File: config.mk
export PLATFORM = sky130hd
export DESIGN_NAME = sparse_triple_encoder
export DESIGN_NICKNAME = d
export VERILOG_FILES = /design/src/rtl/sparse_triple_encoder.sv
export SDC_FILE = /design/constraint.sdc
export NUM_CORES = 1
export LEC_CHECK = 0
export CAP_MARGIN = 0
export CORE_MARGIN = 2
export CORE_UTILIZATION = 55
export CTS_BUF_LIST = sky130_fd_sc_hd__clkbuf_2 sky130_fd_sc_hd__clkbuf_4 sky130_fd_sc_hd__clkbuf_8
export CTS_CLUSTER_SIZE = 10
export DETAILED_ROUTE_END_ITERATION = 8
export GPL_ROUTABILITY_DRIVEN = 0
export PLACE_DENSITY_LB_ADDON = 0.08
export SETUP_SLACK_MARGIN = 0.5
export SYNTH_ARGS = -nofsm -noshare
export SYNTH_HDL_FRONTEND = slang
export SYNTH_SLANG_ARGS = --single-unit
export TNS_END_PERCENT = 100
File: constraint.sdc
create_clock -name clk -period 3.2 [get_ports clk]
set_clock_uncertainty 0.1 [all_clocks]
set_input_delay 0.32 -clock clk [delete_from_list [all_inputs] [get_ports clk]]
set_output_delay 0.32 -clock clk [all_outputs]
set_load 0.01 [all_outputs]
File: src/rtl/sparse_triple_encoder.sv
// sparse_triple_encoder
// Takes a dense matrix, one element per cycle in raster order, and drops the
// zero elements. Each nonzero element leaves as a (row, col, val) triple,
// after a size header. A small FIFO decouples the input side from the output
// side, and both sides use ready/valid handshakes.
//
// Ports
//   clk, rst_n          clock; rst_n is a synchronous reset, active HIGH
//   in_valid_size/in_size  frame start strobe and size (0=16x16, 1=32x32)
//   in_valid/in_ready/in_val  dense element stream
//   out_valid_size/out_size   size header towards the multiplier
//   out_valid/out_ready/out_row/out_col/out_val  triple stream
//   done/nnz            one-cycle frame-complete pulse with the nonzero count
module sparse_triple_encoder #(
  parameter int FIFO_DEPTH = 8,
  parameter int IDX_W      = 5,
  parameter int VAL_W      = 4
) (
  input  logic             clk,
  input  logic             rst_n,
  input  logic             in_valid_size,
  input  logic             in_size,
  input  logic             in_valid,
  output logic             in_ready,
  input  logic [VAL_W-1:0] in_val,
  output logic             out_valid_size,
  output logic             out_size,
  output logic             out_valid,
  input  logic             out_ready,
  output logic [IDX_W-1:0] out_row,
  output logic [IDX_W-1:0] out_col,
  output logic [VAL_W-1:0] out_val,
  output logic             done,
  output logic [10:0]      nnz
);

  localparam int PTR_W = $clog2(FIFO_DEPTH);
  localparam int CNT_W = PTR_W + 1;
  localparam int ENT_W = 2 * IDX_W + VAL_W;

  typedef enum logic [2:0] {S_IDLE, S_HDR, S_STREAM, S_DRAIN, S_DONE} state_t;

  state_t                           state_q, state_d;
  logic                             size_q, size_d;
  logic [IDX_W-1:0]                 row_q, row_d, col_q, col_d;
  logic [10:0]                      nnz_q, nnz_d;
  logic [PTR_W-1:0]                 wr_ptr_q, wr_ptr_d, rd_ptr_q, rd_ptr_d;
  logic [CNT_W-1:0]                 count_q, count_d;
  logic [FIFO_DEPTH-1:0][ENT_W-1:0] fifo_mem_q;

  logic             full, empty, accept, push, pop, last_elem;
  logic [IDX_W-1:0] last_idx;
  logic [ENT_W-1:0] head;

  // in_ready looks only at the registered count. A pop in the same cycle does
  // not open a slot, so out_ready never sits on a combinational path to in_ready.
  assign full      = (count_q == CNT_W'(FIFO_DEPTH));
  assign empty     = (count_q == '0);
  assign last_idx  = size_q ? IDX_W'(31) : IDX_W'(15);
  assign accept    = in_valid & in_ready;
  assign push      = accept & (in_val != '0);
  assign pop       = out_valid & out_ready;
  assign last_elem = accept & (row_q == last_idx) & (col_q == last_idx);
  assign head      = fifo_mem_q[rd_ptr_q];

  // State register. rst_n is active high despite its name.
  always_ff @(posedge clk) begin
    if (rst_n) begin
      state_q  <= S_IDLE;
      size_q   <= 1'b0;
      row_q    <= '0;
      col_q    <= '0;
      nnz_q    <= '0;
      wr_ptr_q <= '0;
      rd_ptr_q <= '0;
      count_q  <= '0;
    end else begin
      state_q  <= state_d;
      size_q   <= size_d;
      row_q    <= row_d;
      col_q    <= col_d;
      nnz_q    <= nnz_d;
      wr_ptr_q <= wr_ptr_d;
      rd_ptr_q <= rd_ptr_d;
      count_q  <= count_d;
    end
  end

  // The storage needs no reset: its contents are never visible while empty.
  always_ff @(posedge clk) begin
    if (push) fifo_mem_q[wr_ptr_q] <= {row_q, col_q, in_val};
  end

  // Counters and FIFO pointers.
  always_comb begin
    size_d   = size_q;
    row_d    = row_q;
    col_d    = col_q;
    nnz_d    = nnz_q;
    wr_ptr_d = wr_ptr_q;
    rd_ptr_d = rd_ptr_q;
    count_d  = count_q + CNT_W'(push) - CNT_W'(pop);
    if (state_q == S_IDLE && in_valid_size) size_d = in_size;
    if (accept) begin
      if (col_q == last_idx) begin
        col_d = '0;
        row_d = row_q + IDX_W'(1);
      end else begin
        col_d = col_q + IDX_W'(1);
      end
    end
    if (push) begin
      nnz_d    = nnz_q + 11'd1;
      wr_ptr_d = wr_ptr_q + PTR_W'(1);
    end
    if (pop) rd_ptr_d = rd_ptr_q + PTR_W'(1);
    // nnz_q is still shown during DONE, so clearing here takes effect in IDLE.
    if (state_q == S_DONE) begin
      size_d = 1'b0;
      row_d  = '0;
      col_d  = '0;
      nnz_d  = '0;
    end
  end

  // Next-state logic.
  always_comb begin
    state_d = state_q;
    case (state_q)
      S_IDLE:   if (in_valid_size) state_d = S_HDR;
      S_HDR:    if (out_ready) state_d = S_STREAM;
      S_STREAM: if (last_elem) state_d = S_DRAIN;
      // DRAIN never pushes. count_d == 0 therefore means the last triple
      // leaves this cycle, and done follows directly after that pop.
      S_DRAIN:  if (count_d == '0) state_d = S_DONE;
      S_DONE:   state_d = S_IDLE;
      default:  state_d = S_IDLE;
    endcase
  end

  // Output logic.
  always_comb begin
    in_ready       = (state_q == S_STREAM) & ~full;
    out_valid_size = (state_q == S_HDR);
    out_size       = size_q;
    out_valid      = ((state_q == S_STREAM) | (state_q == S_DRAIN)) & ~empty;
    out_row        = '0;
    out_col        = '0;
    out_val        = '0;
    if (out_valid) begin
      out_row = head[ENT_W-1 -: IDX_W];
      out_col = head[VAL_W +: IDX_W];
      out_val = head[VAL_W-1:0];
    end
    done = (state_q == S_DONE);
    nnz  = done ? nnz_q : 11'd0;
  end

endmodule

==> impl_metrics.sql <==
INSERT INTO impl_metrics (metric_group, metric, value, unit) VALUES
('status', 'run_status', 'finished, final reports clean', ''),
('synth', 'synth.top_cells.by_area', 'edfxtp_1 55%, dfxtp_1 11%, mux4_2 10%', ''),
('power_and_ir_drop', 'intPower', '0.002969', 'W'),
('power_and_ir_drop', 'power.clock.fraction', '35.0', '%'),
('sta', 'rsz0062_at_grt', 'true', ''),
('synth', 'synth_seq_cells', '147', ''),
('power_and_ir_drop', 'powerDensity', '516.3', 'nW/µm²'),
('clocking', 'htree_levels', '4', ''),
('synth', 'synth_cell_types', '43', ''),
('flow_run', 'maxCapViolations', '0', ''),
('power_and_ir_drop', 'net-switching-power', '0.0008936', 'W'),
('clocking', 'max-clock-path-buffers', '2', ''),
('clocking', 'clock_latency', '0.44', 'ns'),
('cells_and_area', 'final.fill_count', '800', ''),
('sta', 'report.final.hold_viol_count', '0', ''),
('cells_and_area', 'drive_above_1_share', '24.39', '%'),
('grt', 'gr_usage_total', '22.28', '%'),
('route', 'totalWireLength', '12230', 'µm'),
('floorplanning', 'core_footprint', '10890', 'µm²'),
('sta', 'finalCriticalPeriod', '2.774', 'ns'),
('synth', 'commonest_register_cell_after_synthesis', 'edfxtp_1', ''),
('cells_and_area', 'layout-area-overhead-vs-synth', '21.38', '%'),
('synth', 'seq_area_frac_synth', '65.94', '%'),
('floorplanning', 'io_pins', '40', ''),
('clocking', 'tritoncts.num_buffers', '17', ''),
('sta', 'fmax', '360.4', 'MHz'),
('critical_path', 'required', '3.40', 'ns'),
('route', 'drt_pre_antenna_iters', '4', ''),
('cells_and_area', 'multiInputGateArea', '2106', 'µm²'),
('critical_path', 'cp_data_arrival_time', '2.98', 'ns'),
('synth', 'yosysMostFrequentCell', 'edfxtp_1', ''),
('floorplanning', 'fp.dieArea', '12070', 'µm²'),
('power_and_ir_drop', 'share_seq_of_total_power', '54.1', '%'),
('synth', 'synth_top_area_cell', 'edfxtp_1', ''),
('route', 'total_number_of_vias', '3636', ''),
('grt', 'largest_net_degree_at_the_start_of_global_routing', '31', ''),
('cells_and_area', 'design_area', '7481', 'µm²'),
('critical_path', 'criticalPathCategory', 'reg -> reg', ''),
('power_and_ir_drop', 'ir_worst_vdd', '0.3307', 'mV'),
('clocking', 'clock_sinks', '147', ''),
('sta', 'hold-worst-slack', '0.1954', 'ns'),
('synth', 'post-synth-top-area-fraction', '54.57', '%'),
('synth', 'synth_async_sr_flop_share', '0', '%'),
('critical_path', 'worst-r2r-cell-count', '13', ''),
('synth', 'synth.top_cells.by_count', '112 x edfxtp_1, 35 x dfxtp_1, 28 x mux4_2, 26 x nor2_1, 22 x a21oi_1', ''),
('floorplanning', 'die-height', '109.9', 'µm'),
('placed_design', 'hpwlAfterDp', '7657', 'µm'),
('cells_and_area', 'register_area', '4069', 'µm²'),
('placed_design', 'detailed_place.area', '6955', 'µm²'),
('power_and_ir_drop', 'gate_power_share', '10.8', '%'),
('sta', 'report.final.slew_viol_count', '0', ''),
('critical_path', 'critPathMaxFanout', '3', ''),
('synth', 'synth_edf_count', '112', ''),
('synth', 'post_syn_instances', '409', ''),
('clocking', 'postCtsHoldBufs', '0', ''),
('synth', 'synthesis.area_per_instance', '15.07', 'µm²'),
('route', 'postRouteAntennaNets', '0', ''),
('route', 'dr.first_iter.drc_count', '141', ''),
('clocking', 'path_clk_slew', '0.08', 'ns'),
('grt', 'grt_pass1_wl', '19130', 'µm'),
('hold_path', 'timing.hold.worst.class', 'in -> reg', ''),
('critical_path', 'worstSetupStartpointType', 'flop', ''),
('hold_path', 'min_delay_path_depth', '1', ''),
('grt', 'grt.overflow.total', '0', ''),
('grt', 'grt_pass1_vias', '3637', ''),
('synth', 'warnings_from_yosys', '0', ''),
('sta', 'finalSetupViolations', '0', ''),
('placed_design', 'placement.io_buffers', '39', ''),
('floorplanning', 'floorplan.initialDensity', '56.61', '%'),
('sta', 'fin_crit_sh', '86.70', '%'),
('synth', 'total_standard_cell_area_after_synthesis', '6163', 'µm²');
[cells in the final DEF, fill, tap and decap left out, drive strengths merged, types with 2 or more instances in the layout]
cell type / synthesis / final
a211oi: 2 / 2
a21oi: 22 / 22
a31oi: 2 / 2
and2: 11 / 11
buf: 5 / 32
bufinv: 0 / 2
clkbuf: 16 / 18
clkdlybuf4s50: 0 / 33
clkinv: 0 / 9
clkinvlp: 0 / 3
dfxtp: 35 / 35
dlymetal6s2s: 0 / 6
edfxtp: 112 / 112
ha: 11 / 11
inv: 13 / 14
mux2i: 16 / 16
mux4: 28 / 28
nand2: 15 / 15
nand3: 11 / 11
nand3b: 2 / 2
nand4: 4 / 4
nor2: 26 / 26
nor2b: 4 / 4
nor3: 5 / 5
nor3b: 6 / 6
nor4: 4 / 4
nor4b: 3 / 3
o21ai: 11 / 11
o31ai: 4 / 4
or2: 2 / 2
or3: 11 / 11
or3b: 2 / 2
or4: 7 / 7
xnor2: 7 / 7
xor2: 4 / 4
[critical path, stage by stage (launching register included)]
cell	delay, ns
dfxtp_1	0.31
inv_2	0.06
ha_1	0.13
or3b_4	0.39
and3_4	0.17
ha_4	0.21
inv_2	0.06
ha_4	0.13
inv_2	0.03
fa_1	0.49
nor2b_4	0.14
nand3_1	0.08
mux2i_1	0.21
o32ai_1	0.13
[timing repair]
action	CTS	global route
setup buffers	2	6
resized for setup	6	9
setup endpoints to repair	18	18
pin swaps	3	1
gates cloned	1	1
[sequential cells by signal (all words and copies together) (netlist names)]
name        count
fifo_mem_q    112
nnz_q          11
col_q           5
row_q           5
count_q         4
rd_ptr_q        3
state_q         3
wr_ptr_q        3
out_size        1
[layout make-up]
type / instances / share of cell area, %
Sequential cell: 147 / 54.39
Inverter: 13 / 0.6523
Clock buffer: 17 / 3.128
Tap cell: 140 / 2.342
Multi-Input combinational cell: 228 / 28.15
Clock inverter: 15 / 1.890
Timing Repair Buffer: 72 / 9.450
[kinds of logic (layout without fill, tap and decap cells)]
group           count (synthesis)  in the layout  share of synthesized area, %
simple gates                  118            118                         11.06
xor+xnor                       11             11                         1.563
flops                         147            147                         65.94
fa+ha+maj                      12             12                         2.558
mux                            44             44                         12.83
compound gates                 43             43                         3.877
buf+inv                        34            117                         2.172
[power by group through the flow]
stage	combinational (W)	clock, W	sequential [W]
5_1_grt	0.000460	0.00146	0.00210
3_3_place_gp	0.000388	0	0.00213
4_1_cts	0.000411	0.00139	0.00209
2_1_floorplan	0.000270	0	0.00212
6_report	0.000418	0.00135	0.00209
3_5_place_dp	0.000393	0	0.00213
[worst paths after layout]
check | slack, ns | from | endpoint
max | 0.43 | count_q[2] | state_q[0]
min | 0.20 | in_val[0] | fifo_mem_q[42]
max reg2reg | 0.43 | count_q[2] | state_q[0]
min reg2reg | 0.39 | nnz_q[10] | nnz_q[10]
[per-stage QoR]
stage	cells	TNS [ns]	worst slack, ns	total power, W
2_1_floorplan	409	0	0.4188	0.002392
3_3_place_gp	590	0	0.02429	0.002517
3_5_place_dp	590	-0.1521	-0.06442	0.002524
4_1_cts	625	0	0.4059	0.003886
5_1_grt	632	0	0.2922	0.004020
6_report	632	0	0.4255	0.003862
[routing by layer]
layer,global-route usage (%),wire [µm]
met4,6.872,155
met1,27.85,5275
met5,0,0
met2,38.43,6365
met3,5.335,429
Power figures use the tool's default switching activity.
